[src/rtl/lcd_pkg.sv]
// Shared constants, state encodings and the init command table for the
// HD44780-class line refresher.
package lcd_pkg;

   localparam logic [7:0] CMD_FUNC_SET_8BIT_2L = 8'h38;
   localparam logic [7:0] CMD_DISP_ON          = 8'h0C;
   localparam logic [7:0] CMD_CLEAR            = 8'h01;
   localparam logic [7:0] CMD_ENTRY_INC        = 8'h06;
   localparam logic [7:0] CMD_SET_DDRAM        = 8'h80;
   localparam logic [7:0] CHAR_SPACE           = 8'h20;

   localparam logic [2:0] INIT_LAST_STEP  = 3'd5;
   localparam logic [2:0] INIT_CLEAR_STEP = 3'd4;

   typedef enum logic [2:0] {
      S_POWERUP,
      S_INIT,
      S_IDLE,
      S_SET_ADDR,
      S_WR_CHAR
   } lcd_state_t;

   typedef enum logic [1:0] {
      B_IDLE,
      B_SETUP,
      B_PULSE,
      B_WAIT
   } bus_phase_t;

   // Function set is sent three times, as the panel's reset-by-instruction flow requires.
   function automatic logic [7:0] init_cmd(input logic [2:0] step);
      logic [7:0] cmd;
      case (step)
         3'd0, 3'd1, 3'd2: cmd = CMD_FUNC_SET_8BIT_2L;
         3'd3:             cmd = CMD_DISP_ON;
         3'd4:             cmd = CMD_CLEAR;
         default:          cmd = CMD_ENTRY_INC;
      endcase
      return cmd;
   endfunction

endpackage

[src/rtl/lcd_bus_cycle.sv]
// One panel write: setup cycle, lcd_e strobe, then a programmable settle wait.
// done pulses during the final wait cycle; data and rs hold between cycles.
module lcd_bus_cycle
   import lcd_pkg::*;
#(
   parameter int E_PULSE_CYCLES = 25
) (
   input  logic        clk,
   input  logic        reset,
   input  logic        start,
   input  logic        rs_in,
   input  logic [7:0]  data_in,
   input  logic [31:0] wait_cycles,
   output logic        lcd_rs,
   output logic [7:0]  lcd_data,
   output logic        lcd_e,
   output logic        done
);

   bus_phase_t  phase_reg;
   logic [31:0] cnt_reg;
   logic [31:0] wait_reg;

   assign done = (phase_reg == B_WAIT) && (cnt_reg == wait_reg - 32'd1);

   always_ff @(posedge clk or negedge reset) begin
      if (!reset) begin
         phase_reg <= B_IDLE;
         cnt_reg   <= '0;
         wait_reg  <= '0;
         lcd_rs    <= 1'b0;
         lcd_data  <= 8'h00;
         lcd_e     <= 1'b0;
      end else begin
         case (phase_reg)
            B_IDLE: begin
               if (start) begin
                  lcd_rs    <= rs_in;
                  lcd_data  <= data_in;
                  wait_reg  <= wait_cycles;
                  phase_reg <= B_SETUP;
               end
            end
            B_SETUP: begin
               lcd_e     <= 1'b1;
               cnt_reg   <= '0;
               phase_reg <= B_PULSE;
            end
            B_PULSE: begin
               if (cnt_reg == 32'(E_PULSE_CYCLES - 1)) begin
                  lcd_e     <= 1'b0;
                  cnt_reg   <= '0;
                  phase_reg <= B_WAIT;
               end else begin
                  cnt_reg <= cnt_reg + 32'd1;
               end
            end
            B_WAIT: begin
               if (done) phase_reg <= B_IDLE;
               else      cnt_reg   <= cnt_reg + 32'd1;
            end
            default: phase_reg <= B_IDLE;
         endcase
      end
   end

endmodule

[src/rtl/lcd_line_refresher.sv]
// Character-panel controller: power-up init, byte-write character buffer and
// round-robin refresh of only the lines marked dirty.
module lcd_line_refresher
   import lcd_pkg::*;
#(
   parameter int              LINES             = 4,
   parameter int              CHARS             = 20,
   parameter logic [0:3][6:0] LINE_STARTS       = {7'h00, 7'h40, 7'h14, 7'h54},
   parameter int              E_PULSE_CYCLES    = 25,
   parameter int              CMD_WAIT_CYCLES   = 2500,
   parameter int              CLEAR_WAIT_CYCLES = 100000,
   parameter int              POWERUP_CYCLES    = 2500000,
   localparam int             LW = (LINES > 1) ? $clog2(LINES) : 1,
   localparam int             CW = (CHARS > 1) ? $clog2(CHARS) : 1
) (
   input  logic          clk,
   input  logic          reset,
   input  logic          wr_en,
   input  logic [LW-1:0] wr_line,
   input  logic [CW-1:0] wr_col,
   input  logic [7:0]    wr_char,
   output logic [7:0]    lcd_data,
   output logic          lcd_rs,
   output logic          lcd_rw,
   output logic          lcd_e,
   output logic          init_done,
   output logic          busy
);

   lcd_state_t     state_reg, state_next;
   logic [31:0]    pcnt_reg;
   logic [2:0]     step_reg;
   logic [LW-1:0]  line_reg, last_reg, sel_line;
   logic [CW-1:0]  col_reg;
   logic           pending_reg;
   logic           init_done_reg;
   logic [LINES-1:0] dirty_reg;
   logic [7:0]     char_buf [LINES][CHARS];

   logic           wr_valid, any_dirty, sel_fire, sel_found;
   logic           bus_start, bus_rs, bus_done;
   logic [7:0]     bus_data;
   logic [31:0]    bus_wait;
   int             rr_idx;

   assign wr_valid  = wr_en && (32'(wr_line) < LINES) && (32'(wr_col) < CHARS);
   assign any_dirty = |dirty_reg;
   assign sel_fire  = (state_reg == S_IDLE) && any_dirty;

   // Round-robin search starting just after the line refreshed last.
   always_comb begin
      sel_line  = last_reg;
      sel_found = 1'b0;
      rr_idx    = 0;
      for (int i = 1; i <= LINES; i++) begin
         rr_idx = (int'(last_reg) + i) % LINES;
         if (!sel_found && dirty_reg[LW'(rr_idx)]) begin
            sel_found = 1'b1;
            sel_line  = LW'(rr_idx);
         end
      end
   end

   always_ff @(posedge clk or negedge reset) begin
      if (!reset) state_reg <= S_POWERUP;
      else        state_reg <= state_next;
   end

   always_comb begin
      state_next = state_reg;
      case (state_reg)
         S_POWERUP:  if (pcnt_reg == 32'(POWERUP_CYCLES - 1)) state_next = S_INIT;
         S_INIT:     if (bus_done && step_reg == INIT_LAST_STEP) state_next = S_IDLE;
         S_IDLE:     if (any_dirty) state_next = S_SET_ADDR;
         S_SET_ADDR: if (bus_done) state_next = S_WR_CHAR;
         S_WR_CHAR:  if (bus_done && col_reg == CW'(CHARS - 1)) state_next = S_IDLE;
         default:    state_next = S_POWERUP;
      endcase
   end

   // The character byte is read combinationally in the cycle the bus cycle is launched.
   always_comb begin
      bus_start = 1'b0;
      bus_rs    = 1'b0;
      bus_data  = 8'h00;
      bus_wait  = 32'(CMD_WAIT_CYCLES);
      case (state_reg)
         S_INIT: begin
            bus_start = !pending_reg;
            bus_data  = init_cmd(step_reg);
            if (step_reg == INIT_CLEAR_STEP) bus_wait = 32'(CLEAR_WAIT_CYCLES);
         end
         S_SET_ADDR: begin
            bus_start = !pending_reg;
            bus_data  = CMD_SET_DDRAM | {1'b0, LINE_STARTS[2'(line_reg)]};
         end
         S_WR_CHAR: begin
            bus_start = !pending_reg;
            bus_rs    = 1'b1;
            bus_data  = char_buf[line_reg][col_reg];
         end
         default: ;
      endcase
   end

   always_ff @(posedge clk or negedge reset) begin
      if (!reset) begin
         pcnt_reg      <= '0;
         step_reg      <= '0;
         line_reg      <= '0;
         last_reg      <= LW'(LINES - 1);
         col_reg       <= '0;
         pending_reg   <= 1'b0;
         init_done_reg <= 1'b0;
         dirty_reg     <= '1;
         for (int l = 0; l < LINES; l++)
            for (int c = 0; c < CHARS; c++)
               char_buf[l][c] <= CHAR_SPACE;
      end else begin
         if (bus_start)     pending_reg <= 1'b1;
         else if (bus_done) pending_reg <= 1'b0;

         case (state_reg)
            S_POWERUP: pcnt_reg <= pcnt_reg + 32'd1;
            S_INIT: begin
               if (bus_done) begin
                  if (step_reg == INIT_LAST_STEP) init_done_reg <= 1'b1;
                  else                            step_reg      <= step_reg + 3'd1;
               end
            end
            S_IDLE: begin
               if (any_dirty) begin
                  line_reg <= sel_line;
                  col_reg  <= '0;
               end
            end
            S_WR_CHAR: begin
               if (bus_done) begin
                  if (col_reg == CW'(CHARS - 1)) last_reg <= line_reg;
                  else                           col_reg  <= col_reg + CW'(1);
               end
            end
            default: ;
         endcase

         // A write landing on the line being selected must leave it dirty.
         if (sel_fire) dirty_reg[sel_line] <= 1'b0;
         if (wr_valid) begin
            dirty_reg[wr_line]         <= 1'b1;
            char_buf[wr_line][wr_col]  <= wr_char;
         end
      end
   end

   lcd_bus_cycle #(
      .E_PULSE_CYCLES (E_PULSE_CYCLES)
   ) u_bus (
      .clk         (clk),
      .reset       (reset),
      .start       (bus_start),
      .rs_in       (bus_rs),
      .data_in     (bus_data),
      .wait_cycles (bus_wait),
      .lcd_rs      (lcd_rs),
      .lcd_data    (lcd_data),
      .lcd_e       (lcd_e),
      .done        (bus_done)
   );

   assign lcd_rw    = 1'b0;
   assign init_done = init_done_reg;
   assign busy      = (state_reg != S_IDLE) || any_dirty;

endmodule

[config.mk]
export PLATFORM = sky130hd
export DESIGN_NAME = lcd_line_refresher
export DESIGN_NICKNAME = d
export VERILOG_FILES = /design/src/rtl/lcd_pkg.sv /design/src/rtl/lcd_bus_cycle.sv /design/src/rtl/lcd_line_refresher.sv
export SDC_FILE = /design/constraint.sdc
export NUM_CORES = 1
export LEC_CHECK = 0
export ABC_CLOCK_PERIOD_IN_PS = 5000
export CAP_MARGIN = 20
export CELL_PAD_IN_SITES_DETAIL_PLACEMENT = 1
export CELL_PAD_IN_SITES_GLOBAL_PLACEMENT = 1
export CORE_UTILIZATION = 35
export CTS_CLUSTER_SIZE = 40
export DETAILED_ROUTE_END_ITERATION = 7
export GPL_ROUTABILITY_DRIVEN = 0
export GPL_TIMING_DRIVEN = 0
export PLACE_DENSITY = 0.52
export SETUP_SLACK_MARGIN = 0.5
export SLEW_MARGIN = 20
export SYNTH_ARGS = -nofsm -noshare
export SYNTH_HDL_FRONTEND = slang
export SYNTH_HIERARCHICAL = 1
export SYNTH_SLANG_ARGS = --single-unit
[constraint.sdc]
create_clock -name clk -period 5 [get_ports clk]
set_clock_uncertainty 0.2 [all_clocks]
set_input_delay 0.75 -clock clk [delete_from_list [all_inputs] [get_ports clk]]
set_output_delay 0.75 -clock clk [all_outputs]
set_load 0.01 [all_outputs]
==> impl_metrics.ini, run 1 <==
[final_layout]
drive_above_1_share_pct = 43.05
largest-register = char_buf
largest_reg_flops = 640
area_delta_synth_final_pct = 15.16
stdcell_area_mm2 = 0.04294
fillers = 10800
layout.nets = 2869

[global_route]
grt.total_usage_pct = 26.68
antenna_found_initial = 14
grt_pass1_wl_mm = 204.0
overflow = 0
grt_max_degree = 101
first_global_vias = 26620

[clocking]
cts_buffers = 91
insertion_delay_ps = 670
cts-root-buf = clkbuf_16
clkSlewWorstSetupHoldPaths_ps = 60
cts_num_sinks = 769
cts_buffer_depth = 3
h-tree-depth = 3
cts_tree = done

[setup_path]
crit_arrival_ps = 4850
slowest_delay_ps = 850
cp.required_ps = 5400
rrSetupSlack_ps = 550
critical_path_class = reg -> reg
crit_path_start_kind = register
cp-end-kind = register
crit_family = buffers and inverters
path_cells = buf_2, clkdlybuf4s15_1, buf_2, mux4_2, o22ai_1, nor4_1, nor2_1, o21ai_0, mux2_2
cpMostUsedCell = buf_2
critPathMaxFanout = 10
crit_buf_inv = 3
critPathSlowestCell = clkdlybuf4s15_1

[power_and_ir_drop]
cellPowerDensity_mw_per_mm2 = 343.7
power_leakage_uw = 0.01878
ir_drop_uv = 227.0

[timing]
min_period_ps = 4449
hold_viol_final = 0
slew_viol_final = 0
tightest_slew_ps = 1276
setup_viol = 0
fmax_mhz = 224.8
finalCritPeriodShare_pct = 88.98
rsz0062_at_grt = yes
relSlewSlack_pct = 14.94
hold_ws_ps = 270.5

[worst_hold_path]
hp-class = reg -> reg

[yosys]
yosysTopAreaCell = dfrtp_1
syn_area_mm2 = 0.03729
ys_async_sr_fraction_pct = 100.0
yosysUniqueCellTypes = 84
synth.area.top_cells = dfrtp_1, mux2_2, mux4_2
yosys_warnings = 6
synth_cells = 2685
yosys.area.top_type_share_pct = 45.83
synth_flop_cell = dfrtp_1
synth_area_per_cell_um2 = 13.89
ys_ff_latch = 769
synth_edf_count = 0
synth-seq-area-share_pct = 51.89

[placement]
dp_hpwl_mm = 98.49
io_buffers = 19
place_area_mm2 = 0.03959

[detailed_routing]
wl_mm = 141.4
detail_route.vias_per_cell = 5.750
wl_per_cell_um = 32.81
drcViolationCount = 12
antenna_left = 0
num_vias = 24780
drtPass1Iterations = 7
drt_iter0_drc = 1881

[floorplanning]
initial_utilization_pct = 35.37
die_y_um = 328.4
die_x_um = 328.4
dieArea_mm2 = 0.1079
num_rows = 119
io_pins = 31
core-area_mm2 = 0.1054

[run_status]
failed_checks = design-rule violations
status = complete, but fails checks

[flow_run]
cap_violations = 0
[worst register-to-register path: stages (launching register included)]
cell,delay [ps]
dfrtp_1,340
buf_2,180
clkdlybuf4s15_1,850
buf_2,630
mux4_2,370
o22ai_1,180
nor4_1,650
nor2_1,180
o21ai_0,540
mux2_2,270
[report_power, final]
part	leakage, uW	switching (uW)	internal, uW	total (uW)
Sequential	0.0102	170	6570	6740
Combinational	0.00696	563	407	970
Clock	0.00159	2820	4230	7050
Total	0.0188	3560	11200	14800
[stage by stage]
| stage | total power (uW) | utilization, % | TNS (ps) | setup slack, ps | std cells |
|---|---|---|---|---|---|
| global placement | 7756 | 37.28 | - | -31230 | 4117 |
| detailed placement | 7813 | 37.55 | -32.30 | -32.30 | 4126 |
| global route | 15220 | 40.73 | 0 | 429.2 | 4306 |
| CTS | 14900 | 40.64 | 0 | 452.8 | 4301 |
| floorplan | 7307 | - | 0 | 903.8 | 2707 |
| finish | 14760 | 40.74 | 0 | 550.8 | 4310 |
[cell usage in the layout, fill, tap and decap left out, types with 24 or more instances in the layout]
| master | Yosys | final |
|---|---|---|
| dfrtp_1 | 683 | 682 |
| mux2_2 | 666 | 666 |
| mux4_2 | 153 | 153 |
| clkbuf_16 | 0 | 94 |
| clkbuf_1 | 104 | 91 |
| nand2_1 | 91 | 91 |
| dfstp_2 | 86 | 86 |
| nor2_1 | 87 | 84 |
| nand3_1 | 59 | 59 |
| xnor2_1 | 53 | 53 |
| a21oi_1 | 40 | 40 |
| buf_2 | 35 | 39 |
| mux2_1 | 38 | 38 |
| nor2_2 | 36 | 38 |
| nand4_1 | 32 | 32 |
| clkbuf_8 | 0 | 32 |
| inv_1 | 32 | 31 |
| mux2i_1 | 29 | 29 |
| a22oi_1 | 26 | 26 |
| nor2_4 | 25 | 26 |
| xor2_1 | 26 | 26 |
| clkbuf_2 | 0 | 24 |
| conb_1 | 2 | 24 |
[synth_stat cells (18+ instances only)]
cell type and number:
a21oi_1 40, a22oi_1 26, nand4_1 32, nand3_1 59, nor2_2 36, mux2i_1 29
mux2_2 666, clkbuf_1 104, o21ai_0 18, nor2_4 25, nor3_1 22, inv_1 32
mux2_1 38, buf_2 35, and3_1 20, o22ai_1 23, nand2_1 91, mux4_2 153
dfrtp_1 683, xor2_1 26, dfstp_2 86, xnor2_1 53, o31ai_1 21, or4_1 22
nor4_1 18, nor2_1 87
[repair_timing]
action | 4_1_cts | 5_1_grt
hold buffers | 1 | 0
gates resized for setup | 5 | 18
hold endpoints to repair | 52 | 0
pin swaps | 2 | 7
setup buffers | 2 | 3
setup endpoints to repair | 17 | 32
[routing by layer]
layer  up-vias  routed length, um  track usage [%]
met5         -                 29                0
li1      10270                  -                -
met1     13630              62280            37.20
met3       197               8735            5.138
met2       681              66400            42.21
met4         4               3970            7.553
[path summary, 6_finish.rpt]
check                                         from                       endpoint  cells past startpoint
min reg2reg                  init_done$_DFFE_PN0P_          init_done$_DFFE_PN0P_                      1
min                          init_done$_DFFE_PN0P_          init_done$_DFFE_PN0P_                      1
max reg2reg                line_reg[1]$_DFFE_PN0P_  u_bus/lcd_data[3]$_DFFE_PN0P_                      9
max                        line_reg[1]$_DFFE_PN0P_  u_bus/lcd_data[3]$_DFFE_PN0P_                      9
min in group asynchronous                    reset  u_bus/cnt_reg[10]$_DFFE_PN0P_                      2
max in group asynchronous                    reset      char_buf[573]$_DFFE_PN1P_                      6
[layout make-up]
class / count / area, um^2 / share of cell area, %
Antenna cell: 4 / 10.01 / 0.02331
Buffer: 172 / 837.1 / 1.949
Clock buffer: 138 / 2838 / 6.608
Clock inverter: 34 / 371.6 / 0.8653
Inverter: 32 / 120.1 / 0.2797
Multi-Input combinational cell: 1734 / 17170 / 39.98
Sequential cell: 769 / 19350 / 45.06
Tap cell: 1391 / 1740 / 4.053
Timing Repair Buffer: 36 / 504.2 / 1.174
[logic make-up (layout without fill, tap and decap cells)]
logic type	Yosys count	after routing	share of synthesized area [%]
other	2	28	0.02014
DFF	769	769	51.89
muxes	886	886	31.28
and+or+nand+nor	525	525	8.271
xor gates and xnor gates	79	79	1.856
buffers and inverters	204	412	2.446
adders and majority gates	15	15	0.5033
AOI/OAI and AO/OA	205	205	3.731
No activity file was read; power rests on OpenSTA's default activity.
==> run 2: changes to the inputs <==
- ABC_CLOCK_PERIOD_IN_PS: 5000 -> 5600
- GPL_TIMING_DRIVEN: 0 -> unset
- SKIP_CTS_REPAIR_TIMING: unset -> 1
- clock period: 5 -> 5.6 ns (I/O delays scaled with it)
==> impl_metrics.ini, run 2 (synthesis results as in run 1) <==
[run_status]
status = complete, but fails checks
failed_checks = design-rule violations

[timing]
fin_setup_tns_ps = 0
relSlewSlack_pct = 21.07
min_period_ps = 4739
setup_viol = 0
slew_viol_final = 0
tightest_slew_ps = 1173
hold_viol_final = 0
hold_ws_ps = 275.3
finalCritPeriodShare_pct = 84.63
worst_slack_ps = 861.0
fmax_mhz = 211.0
rsz0062_at_grt = no

[detailed_routing]
wl_mm = 107.5
detail_route.vias_per_cell = 5.470
antenna_left = 0
drt_iter0_drc = 1076
drtPass1Iterations = 7
wl_per_cell_um = 25.70
drcViolationCount = 12
num_vias = 22880

[setup_path]
cp.required_ps = 5960
reg2regPathDepth = 13
critical_path_class = reg -> reg
r2r_end = state_reg[0]$_DFFE_PN0P_
crit_arrival_ps = 5100
rrSetupSlack_ps = 860
critPathMaxFanout = 7
reg2reg_from = u_bus/wait_reg[0]$_DFFE_PN0P_
crit_path_start_kind = register
cp-end-kind = register

[placement]
io_buffers = 29
dp_slack_ps = 841.7
dp.cells = 4013
dp_hpwl_mm = 71.88
place_area_mm2 = 0.03915

[final_layout]
largest_reg_flops = 640
layout.nets = 2749
ff_latch_area_mm2 = 0.01936
fillers = 10780
most-common-layout-cells = dfrtp_1, mux2_2, mux4_2, clkbuf_16, nand2_1
multi_input_area_mm2 = 0.01713
largest-register = char_buf
drive_above_1_share_pct = 43.15
final_cells = 4182
area_delta_synth_final_pct = 13.18
layout_commonest_cell = dfrtp_1
stdcell_area_mm2 = 0.04220

[global_route]
antenna_found_initial = 5
grt_max_degree = 153
met1_usage_pct = 28.47
use_met3_pct = 3.594
overflow = 0
grt_use_met2_pct = 32.66
grt_pass1_wl_mm = 167.2
first_global_vias = 25280
grt_most_used_layer = met2
grt.total_usage_pct = 20.52

[floorplanning]
core-area_mm2 = 0.1054
initial_utilization_pct = 35.37
num_rows = 119
dieArea_mm2 = 0.1079
die_y_um = 328.4
die_x_um = 328.4
io_pins = 31

[power_and_ir_drop]
power_leakage_uw = 0.01839
ir_drop_uv = 224.1
cellPowerDensity_mw_per_mm2 = 302.3

[clocking]
cts_buffer_depth = 3
clkSlewWorstSetupHoldPaths_ps = 60
cts_buffers = 91
cts_tree = done
cts-root-buf = clkbuf_16
h-tree-depth = 3
insertion_delay_ps = 670
cts_num_sinks = 769

[worst_hold_path]
min_to = pcnt_reg[31]$_DFFE_PN0P_
hold_depth = 1
hp-class = reg -> reg
hold_path.startpoint = pcnt_reg[31]$_DFFE_PN0P_

[flow_run]
cap_violations = 0
-- run 2: cell count changes in the layout (fill, tap and decap cells not counted), moves of 3 or more --
cell,delta
buf_6,-7
buf_16,-8
diode_2,-3
clkbuf_1,-66
buf_2,-31
clkinv_2,-7
nor2_1,+3
buf_4,+33
clkbuf_2,-24
clkbuf_8,-7
buf_1,-10
buf_12,+8
-- run 2: routing by layer --
metal / part of all wire (%) / vias up
met1: 46 / 12380
met5: 0.011 / -
met3: 3.6 / 163
li1: - / 10010
met4: 3.0 / 2
met2: 47 / 318
-- run 2: critical path, cell delays in order, from the launching register on --
cell and delay [ps]:
dfrtp_1 450, inv_1 120, ha_1 240, or3b_1 530
nor4_4 410, a31o_1 190, nand4b_1 110, a2111o_1 450
or4b_4 600, nor2_1 300, inv_1 190, a2111oi_1 470
a211oi_1 100, a311oi_1 280
-- run 2: worst max path at each step --
stage / slack (ps) / endpoint / start / depth (start not counted)
3_3_place_gp: 950 / state_reg[0]$_DFFE_PN0P_ / u_bus/wait_reg[0]$_DFFE_PN0P_ / 13
3_5_place_dp: 840 / state_reg[0]$_DFFE_PN0P_ / u_bus/wait_reg[0]$_DFFE_PN0P_ / 13
5_1_grt: 540 / state_reg[0]$_DFFE_PN0P_ / u_bus/wait_reg[0]$_DFFE_PN0P_ / 13
4_1_cts: 830 / state_reg[0]$_DFFE_PN0P_ / u_bus/wait_reg[0]$_DFFE_PN0P_ / 13
2_1_floorplan: 1500 / state_reg[0]$_DFFE_PN0P_ / u_bus/wait_reg[0]$_DFFE_PN0P_ / 14
6_report: 860 / state_reg[0]$_DFFE_PN0P_ / u_bus/wait_reg[0]$_DFFE_PN0P_ / 13
-- run 2: power by group --
part	switching, uW	internal (uW)	total (uW)
combinational	405	350	754
clock	2420	3570	5990
sequential	147	5870	6010
-- run 2: final cells by class --
cell class	instances	area share [%]
antenna	1	0.005929
clock buffer	143	6.552
clock inverter	24	0.6493
inverter	32	0.2846
multi-input combinational	1734	40.59
sequential	769	45.87
tap	1391	4.124
timing repair buffer	88	1.927
-- run 2: through the flow --
stage	total power (uW)	util, %
floorplan	6524	-
global placement	6824	37.14
detailed placement	6880	37.14
CTS	12990	40.02
global route	13280	40.03
finish	12760	40.04
